<file path="src/rtl/cnt_rr_scheduler.sv">
// Round-robin owner of a shared valid-event counter: each granted requester gets
// one window that ends on MAX_COUNT valids or after TIMEOUT cycles.
module cnt_rr_scheduler #(
    parameter int NB_CNT    = 8,
    parameter int N_REQ     = 4,
    parameter int MAX_COUNT = 8,
    parameter int TIMEOUT   = 32
) (
    input  logic                     i_clock,
    input  logic                     i_reset,
    input  logic [N_REQ-1:0]         i_req,
    input  logic [N_REQ-1:0]         i_valid,
    output logic [N_REQ-1:0]         o_grant,
    output logic                     o_busy,
    output logic [NB_CNT-1:0]        o_count,
    output logic                     o_done,
    output logic [$clog2(N_REQ)-1:0] o_done_id,
    output logic                     o_timeout
);

    localparam int ID_W    = $clog2(N_REQ);
    localparam int TIMER_W = $clog2(TIMEOUT + 1);

    localparam logic [NB_CNT-1:0]  CNT_LAST   = NB_CNT'(MAX_COUNT - 1);
    localparam logic [TIMER_W-1:0] TIMER_LAST = TIMER_W'(TIMEOUT - 1);
    localparam logic [ID_W-1:0]    ID_LAST    = ID_W'(N_REQ - 1);
    localparam logic [N_REQ-1:0]   GRANT_LSB  = {{(N_REQ - 1){1'b0}}, 1'b1};

    typedef enum logic [1:0] {
        ST_IDLE  = 2'd0,
        ST_GRANT = 2'd1,
        ST_DONE  = 2'd2
    } state_t;

    state_t               state_r, next_state_s;
    logic [TIMER_W-1:0]   timer_r, timer_s;
    logic [ID_W-1:0]      owner_r, owner_s;
    logic [ID_W-1:0]      last_id_r, last_id_s;
    logic [ID_W-1:0]      pick_id_s, idx_s;
    logic                 pick_found_s;
    logic                 valid_own_s, complete_s, window_timeout_s;
    logic [N_REQ-1:0]     grant_s;
    logic                 busy_s, done_s, timeout_flag_s;
    logic [NB_CNT-1:0]    count_s;
    logic [ID_W-1:0]      done_id_s;

    // Round-robin search starting just after the last finished owner
    always_comb begin
        pick_found_s = 1'b0;
        pick_id_s    = '0;
        idx_s        = '0;
        for (int i = 1; i <= N_REQ; i++) begin
            idx_s = ID_W'((int'(last_id_r) + i) % N_REQ);
            if (!pick_found_s && i_req[idx_s]) begin
                pick_found_s = 1'b1;
                pick_id_s    = idx_s;
            end else begin
                pick_found_s = pick_found_s;
            end
        end
    end

    assign valid_own_s      = i_valid[owner_r];
    assign complete_s       = valid_own_s && (o_count == CNT_LAST);
    assign window_timeout_s = (timer_r == TIMER_LAST) && !complete_s;

    // State register
    always_ff @(posedge i_clock) begin
        if (i_reset) begin
            state_r <= ST_IDLE;
        end else begin
            state_r <= next_state_s;
        end
    end

    // Next-state logic
    always_comb begin
        next_state_s = state_r;
        case (state_r)
            ST_IDLE: begin
                if (pick_found_s) begin
                    next_state_s = ST_GRANT;
                end else begin
                    next_state_s = ST_IDLE;
                end
            end
            ST_GRANT: begin
                if (complete_s || window_timeout_s) begin
                    next_state_s = ST_DONE;
                end else begin
                    next_state_s = ST_GRANT;
                end
            end
            ST_DONE: next_state_s = ST_IDLE;
            default: next_state_s = ST_IDLE;
        endcase
    end

    // Next values of the registered outputs and window bookkeeping
    always_comb begin
        grant_s        = o_grant;
        busy_s         = o_busy;
        count_s        = o_count;
        done_s         = 1'b0;
        done_id_s      = o_done_id;
        timeout_flag_s = 1'b0;
        timer_s        = timer_r;
        owner_s        = owner_r;
        last_id_s      = last_id_r;
        case (state_r)
            ST_IDLE: begin
                if (pick_found_s) begin
                    grant_s = GRANT_LSB << pick_id_s;
                    busy_s  = 1'b1;
                    count_s = '0;
                    timer_s = '0;
                    owner_s = pick_id_s;
                end else begin
                    grant_s = o_grant;
                end
            end
            ST_GRANT: begin
                timer_s = timer_r + TIMER_W'(1);
                count_s = o_count + NB_CNT'(valid_own_s);
                if (complete_s || window_timeout_s) begin
                    grant_s        = '0;
                    done_s         = 1'b1;
                    done_id_s      = owner_r;
                    timeout_flag_s = window_timeout_s;
                    last_id_s      = owner_r;
                end else begin
                    grant_s = o_grant;
                end
            end
            ST_DONE: begin
                busy_s = 1'b0;
            end
            default: begin
                grant_s = '0;
                busy_s  = 1'b0;
            end
        endcase
    end

    // Output and bookkeeping registers
    always_ff @(posedge i_clock) begin
        if (i_reset) begin
            o_grant   <= '0;
            o_busy    <= 1'b0;
            o_count   <= '0;
            o_done    <= 1'b0;
            o_done_id <= '0;
            o_timeout <= 1'b0;
            timer_r   <= '0;
            owner_r   <= '0;
            last_id_r <= ID_LAST;
        end else begin
            o_grant   <= grant_s;
            o_busy    <= busy_s;
            o_count   <= count_s;
            o_done    <= done_s;
            o_done_id <= done_id_s;
            o_timeout <= timeout_flag_s;
            timer_r   <= timer_s;
            owner_r   <= owner_s;
            last_id_r <= last_id_s;
        end
    end

endmodule

</file>
<file path="config.mk">
export PLATFORM = sky130hd
export DESIGN_NAME = cnt_rr_scheduler
export DESIGN_NICKNAME = d
export VERILOG_FILES = /design/src/rtl/cnt_rr_scheduler.sv
export SDC_FILE = /design/constraint.sdc
export NUM_CORES = 1
export LEC_CHECK = 0
export ABC_AREA = 0
export BUFFER_PORTS_ARGS = -buffer_cell sky130_fd_sc_hd__buf_2
export CAP_MARGIN = 20
export CORE_MARGIN = 5
export CORE_UTILIZATION = 45
export DETAILED_ROUTE_END_ITERATION = 12
export GPL_TIMING_DRIVEN = 0
export PLACE_DENSITY = 0.74
export SETUP_SLACK_MARGIN = 0.3
export SYNTH_ARGS = -nofsm -noshare
export SYNTH_HDL_FRONTEND = slang
export SYNTH_SLANG_ARGS = --single-unit
</file>
<file path="constraint.sdc">
create_clock -name i_clock -period 1.99 [get_ports i_clock]
set_input_delay 0.398 -clock i_clock [delete_from_list [all_inputs] [get_ports i_clock]]
set_output_delay 0.398 -clock i_clock [all_outputs]
set_load 0.01 [all_outputs]
</file>
=== Yosys cells after proc, flatten, opt, wreduce, memory -nomap -nowiden ===
Index checks and enable logic that the tools add are counted.

* Add/sub/neg operators: 6
* Magnitude comparators: 5
* Equal/unequal tests: 6
* Shift-type cells: 1
* Multiplexer cells: 31
* Bitwise gates (word level): 3
* Reduce and logical (&&, ||, !) cells: 19

{| class="wikitable"
|+ Operator list
! cell !! count
|-
| one-hot mux 8 bit (2 select lines) || 1
|-
| less-than comparator 2 x 3 -> 1 bit (second input constant) || 5
|-
| 2-to-1 mux 1 bit || 12
|-
| one-hot mux 4 bit (3 select lines) || 1
|-
| one-hot mux 6 bit (2 select lines) || 1
|-
| binary-select mux 1 bit (select 2 bit) || 5
|-
| 2-to-1 mux 2 bit || 5
|-
| adder 8 x 1 -> 8 bit || 1
|-
| == test 8 x 3 -> 1 bit (second input constant) || 1
|-
| 2-to-1 mux 4 bit || 2
|-
| 2-to-1 mux 8 bit || 1
|-
| AND reduction 2 bit || 4
|-
| adder 6 x 1 -> 6 bit (second input constant) || 1
|-
| == test 6 x 5 -> 1 bit (second input constant) || 1
|-
| 2-to-1 mux 6 bit || 1
|-
| logical AND 1 bit || 5
|-
| adder 2 x 1 -> 2 bit (second input constant) || 2
|-
| adder 2 bit (second input constant) || 2
|-
| logical NOT 1 bit || 4
|-
| inequality test 2 bit (second input constant) || 2
|-
| one-hot mux 2 bit (2 select lines) || 1
|-
| << shifter 1 x 2 -> 4 bit (first input constant) || 1
|-
| inverter 1 bit || 3
|-
| AND reduction 3 bit || 1
|-
| other kinds (8) || 8
|}

* Bits in registers: 29
* Bits of input ports: 10
* Output and inout port bits: 17
* Logic and storage cells: 81

=== Logic depth before layout (Yosys ltp) ===
* Depth in word-level cells: 16
* Depth in mapped cells: 6
* Gate-level depth less buffers: 6

=== Least setup slack after synthesis ===
OpenSTA, ideal clock, no wires.

* Kind: in2reg
* From: input port i_req[3]
* To: register timer_r[4]
* Data arrival time: 1.898 ns
* Required time: 1.921 ns
* Path slack: 0.024 ns
* Cell stages on the path: 6
* Buffers on the path: 2
* Cell sequence: or4_1 buf_2 a21o_1 buf_6 or4_1 o21ai_1

* Word-level cells in the longest chain between the ends: 14

{| class="wikitable"
|+ Ends and longest elaborated chain
! element !! RTL line !! RTL
|-
| start: declaration || 11 || <nowiki>input logic [N_REQ-1:0] i_req,</nowiki>
|-
| binary-select mux 1 bit (select 2 bit) || 54 || <nowiki>if (!pick_found_s && i_req[idx_s]) begin</nowiki>
|-
| 2-to-1 mux 1 bit (implied by the code) || 54 ||
|-
| 2-to-1 mux 1 bit || 54 ||
|-
| logical NOT 1 bit || 54 ||
|-
| logical AND 1 bit || 54 ||
|-
| 2-to-1 mux 1 bit || 54 ||
|-
| logical NOT 1 bit || 54 ||
|-
| logical AND 1 bit || 54 ||
|-
| 2-to-1 mux 1 bit || 54 ||
|-
| logical NOT 1 bit || 54 ||
|-
| logical AND 1 bit || 54 ||
|-
| 2-to-1 mux 1 bit (*) || 54 ||
|-
| inequality test 2 bit (no source line) (*) || - ||
|-
| AND reduction 2 bit (no source line) (*) || - ||
|-
| end signal: assignment || 164 || <nowiki>timer_r <= timer_s;</nowiki>
|-
| end: declaration || 36 || <nowiki>logic [TIMER_W-1:0] timer_r, timer_s;</nowiki>
|}

Every way passes the cells marked *; elsewhere a longest branch is shown, timed or not. The select of a mux whose other input is x is not followed.
A chain may end at the register's enable or synchronous reset.

=== Worst setup path after layout ===
* From: register owner_r[0]
* To: register o_count[5]

* Word-level cells in the longest chain between the ends: 4

{| class="wikitable"
|+ Ends and longest elaborated chain
! element !! RTL line !! RTL
|-
| start: declaration || 37 || <nowiki>logic [ID_W-1:0] owner_r, owner_s;</nowiki>
|-
| start signal: assignment || 165 || <nowiki>owner_r <= owner_s;</nowiki>
|-
| binary-select mux 1 bit (select 2 bit) || 63 || <nowiki>assign valid_own_s = i_valid[owner_r];</nowiki>
|-
| 2-to-1 mux 1 bit (implied by the code) || 63 ||
|-
| adder 8 x 1 -> 8 bit || 124 || <nowiki>count_s = o_count + NB_CNT'(valid_own_s);</nowiki>
|-
| one-hot mux 8 bit (2 select lines) || 110 || <nowiki>case (state_r)</nowiki>
|-
| end signal: assignment || 160 || <nowiki>o_count <= count_s;</nowiki>
|-
| end: declaration || 15 || <nowiki>output logic [NB_CNT-1:0] o_count,</nowiki>
|}

Every way passes these cells. The select of a mux whose other input is x is not followed.

==> flow_summary.toml <==
[global_routing]
grt_antenna_before_repair = 0
grt_pass1_wl_um = 6030
grt_pass1_vias = 1331
grt.overflow.total = 0
grt_max_degree = 11
grt_usage_pct = 18.4

[floorplan]
row_count = 20
initial_core_util_pct = 45.8
die_area_um2 = 4230
ios = 27
core_um2 = 2980
die_h_um = 65.1
die_width_um = 65.1

[final_layout]
fillers = 259
antenna_cells = 0
multi_input_area_um2 = 855
seq_area_um2 = 582
areaGrowthSynthToFinish_pct = 35.1
layout-drive-gt1-share_pct = 33.0
nets = 209

[yosys]
synth_warnings = 0
synth_seq_cells = 29
synthCells = 154
synth_cell_type_count = 45
synth-adder-area-share_pct = 2.75
muxShareOfSynthArea_pct = 1.65
syn_nets = 167
avgSynthCellArea_um2 = 8.86
synth-xor-area-share_pct = 3.85
synthSimpleGateAreaFrac_pct = 22.0
ys_seq_area_share_pct = 42.6
synth-compound-area-share_pct = 23.8
synth_top_family_by_area = "compound AO/OA/AOI/OAI gates"
netlist_area_um2 = 1360

[timing]
setup_viol = 0
finClkSkew_ns = 0.00654
rsz0062_at_grt = "yes"
fin_tns_setup_ns = 0
fin_crit_ns = 1.75
slew_headroom_pct = 45.9
final.period_utilization_pct = 88.0
clock.fmax_mhz = 571
drv_slew = 0
hold_viol = 0
tightest_slew_ns = 0.804
layout_setup_ws_ns = 0.239

[power]
ir_worst_vdd_uv = 473
p_seq_share_pct = 44.5
p_leak_nw = 0.708
p_per_area_nw_per_um2 = 742
p_int_mw = 1.05
p_sw_share_pct = 23.4
comb_power_share_pct = 11.1
power.switching_mw = 0.320
p_clk_share_pct = 44.4

[critical_path]
cp.arrival_ns = 1.99
critPathLaunch = "owner_r[0]"
slowest_delay_ns = 0.58
crit_path_start_kind = "flip-flop"
cp.required_ns = 2.23
crit_type = "reg2reg"
cp_max_fo = 3
endpoint_kind = "flip-flop"
path_cells = "mux4_2, ha_4, nand4_1, buf_4, a2111oi_4, xnor2_1, nor2_1"
slowest_stage = "mux4_2"
rrSetupSlack_ns = 0.24
reg2reg_from = "owner_r[0]"

[worst_hold_path]
min-delay-start = "i_reset"
hp-class = "in2reg"

[placed_design]
port_buffers = 26
dpl.hpwl_um = 2420
place.gp.congestion = 0.770
dp_slack_ns = -0.118

[cts]
clock_latency_ns = 0.33
htreeDepth = 2
path_clk_slew_ns = 0.10
clock_path_buffers = 2
cts.sinks = 29
cts_root_buffer = "clkbuf_4"
cts_buffers = 5
tritoncts = "built"

[run_status]
status = "finished clean"

[flow_run]
cap_violations = 0

[route]
finalWirelength_um = 3660
drc = 0
viasPerCell = 5.93
detail_route.iter0.violations = 75
wl_per_cell_um = 15.9
vias = 1365
drt-pass1-iter-count = 4
antenna_left = 0
-- kinds of logic after synthesis --
group / after synthesis
XOR/XNOR: 6
AND/OR/NAND/NOR: 58
flip-flops: 29
AO/OA/AOI/OAI: 47
adder cells (fa/ha/maj): 3
buffers and inverters: 10
multiplexers: 1
-- synthesized netlist by cell type --
library cell  number  area (µm²)
a31oi_1            1        6.26
or2b_1             2        15.0
o21ai_0            9        45.0
and3_1             1        6.26
o2111ai_1          3        26.3
buf_6              1        11.3
o21a_1             1        7.51
o211ai_1           3        22.5
nand3_1            5        25.0
nor3_1             3        15.0
o21ai_1            1        5.00
nor4_1             3        18.8
a32o_1             1        10.0
a22oi_1            2        15.0
mux4_2             1        22.5
ha_1               3        37.5
xor2_1             5        43.8
o31a_1             2        17.5
a221oi_1           2        17.5
or2_2              1        6.26
clkbuf_1           4        15.0
nand4_1            1        6.26
and4b_1            1        10.0
or4_1              3        22.5
a21oi_1           10        50.1
a221o_1            1        10.0
o22ai_1            1        6.26
nand2_1            7        26.3
nor2_1            19        71.3
a211oi_1           1        7.51
o211a_1            1        10.0
a21o_1             1        7.51
dfxtp_1           29         581
a32oi_1            1        8.76
nand2b_1           6        37.5
and2_1             1        6.26
nand3b_1           2        15.0
xnor2_1            1        8.76
o32ai_1            4        35.0
nor2b_1            1        6.26
a2111oi_0          1        8.76
buf_2              1        5.00
or3_1              2        12.5
o31ai_1            1        7.51
inv_1              4        15.0
-- path summary, 6_finish.rpt --
check | endpoint | cells after the start
max | o_count[5] | 7
min | o_grant[1] | 3
max reg2reg | o_count[5] | 7
min reg2reg | o_done_id[1] | 2
-- routing by layer --
layer,track usage (%),up-vias,share of wire [%]
met5,0,-,0
met4,5.96,0,1.3
met3,6.24,7,4.3
met2,33.8,33,53
met1,19.6,660,41
li1,-,665,-
-- worst max-delay path, delay by kind of cell, from the launching register on --
| kind | cells | cell delay [ns] |
|---|---|---|
| xor+xnor | 1 | 0.17 |
| flops | 1 | 0.36 |
| mux | 1 | 0.58 |
| compound gates | 1 | 0.03 |
| buf+inv | 1 | 0.14 |
| fa+ha+maj | 1 | 0.20 |
| simple gates | 2 | 0.18 |
-- registers in the layout, summed over array words and instances, names as in the netlist --
| register | flops |
|---|---|
| o_done | 1 |
| o_busy | 1 |
| owner_r | 2 |
| o_grant | 4 |
| o_timeout | 1 |
| last_id_r | 2 |
| state_r | 2 |
| o_count | 8 |
| timer_r | 6 |
| o_done_id | 2 |
-- cell usage in the layout (no fill, tap or decap), types with 3 or more instances in the layout --
cell type	synthesis	routed
dfxtp_1	29	28
buf_2	1	26
nor2_1	19	19
a21oi_1	10	8
nand2_1	7	7
nand2b_1	6	6
buf_4	0	6
buf_6	1	5
xor2_1	5	5
o21ai_2	0	5
clkbuf_4	0	5
inv_1	4	4
o211ai_1	3	3
clkbuf_1	4	3
o21ai_1	1	3
o32ai_1	4	3
nand3_1	5	3
o2111ai_1	3	3
-- area by class of cell --
| type | instances | area share (%) |
|---|---|---|
| multi-input combinational | 115 | 46.4 |
| inverter | 4 | 0.815 |
| clock buffer | 5 | 2.04 |
| buffer | 6 | 2.10 |
| clock inverter | 3 | 3.53 |
| tap | 33 | 2.24 |
| timing repair buffer | 35 | 11.3 |
| sequential | 29 | 31.6 |
-- repair_timing --
action / in CTS / in global routing
hold buffers: 0 / 0
setup buffers: 9 / 0
pin swaps: 2 / 11
resized for setup: 10 / 20
endpoints found under the setup margin: 15 / 20
-- stage by stage --
stage / instances / instance area (µm²) / hold slack [ns] / total power, mW / util, %
2_1_floorplan: 154 / 1390 / 0.432 / 0.700 / -
3_3_place_gp: 213 / 1560 / 0.441 / 0.738 / 52.4
3_5_place_dp: 213 / 1560 / 0.470 / 0.743 / 52.4
4_1_cts: 230 / 1790 / 0.398 / 1.36 / 60.0
5_1_grt: 230 / 1840 / 0.410 / 1.42 / 61.9
6_report: 230 / 1840 / 0.407 / 1.37 / 61.9
-- power groups by stage --
| stage | registers, mW | logic [mW] | clock network, mW |
|---|---|---|---|
| final | 0.608 | 0.152 | 0.607 |
| after global routing | 0.610 | 0.167 | 0.646 |
| after CTS | 0.607 | 0.139 | 0.613 |
| after detailed placement | 0.620 | 0.123 | 0 |
| after global placement | 0.619 | 0.120 | 0 |
| after floorplan | 0.622 | 0.0784 | 0 |
Note: power is estimated with default switching activity, not from simulation.
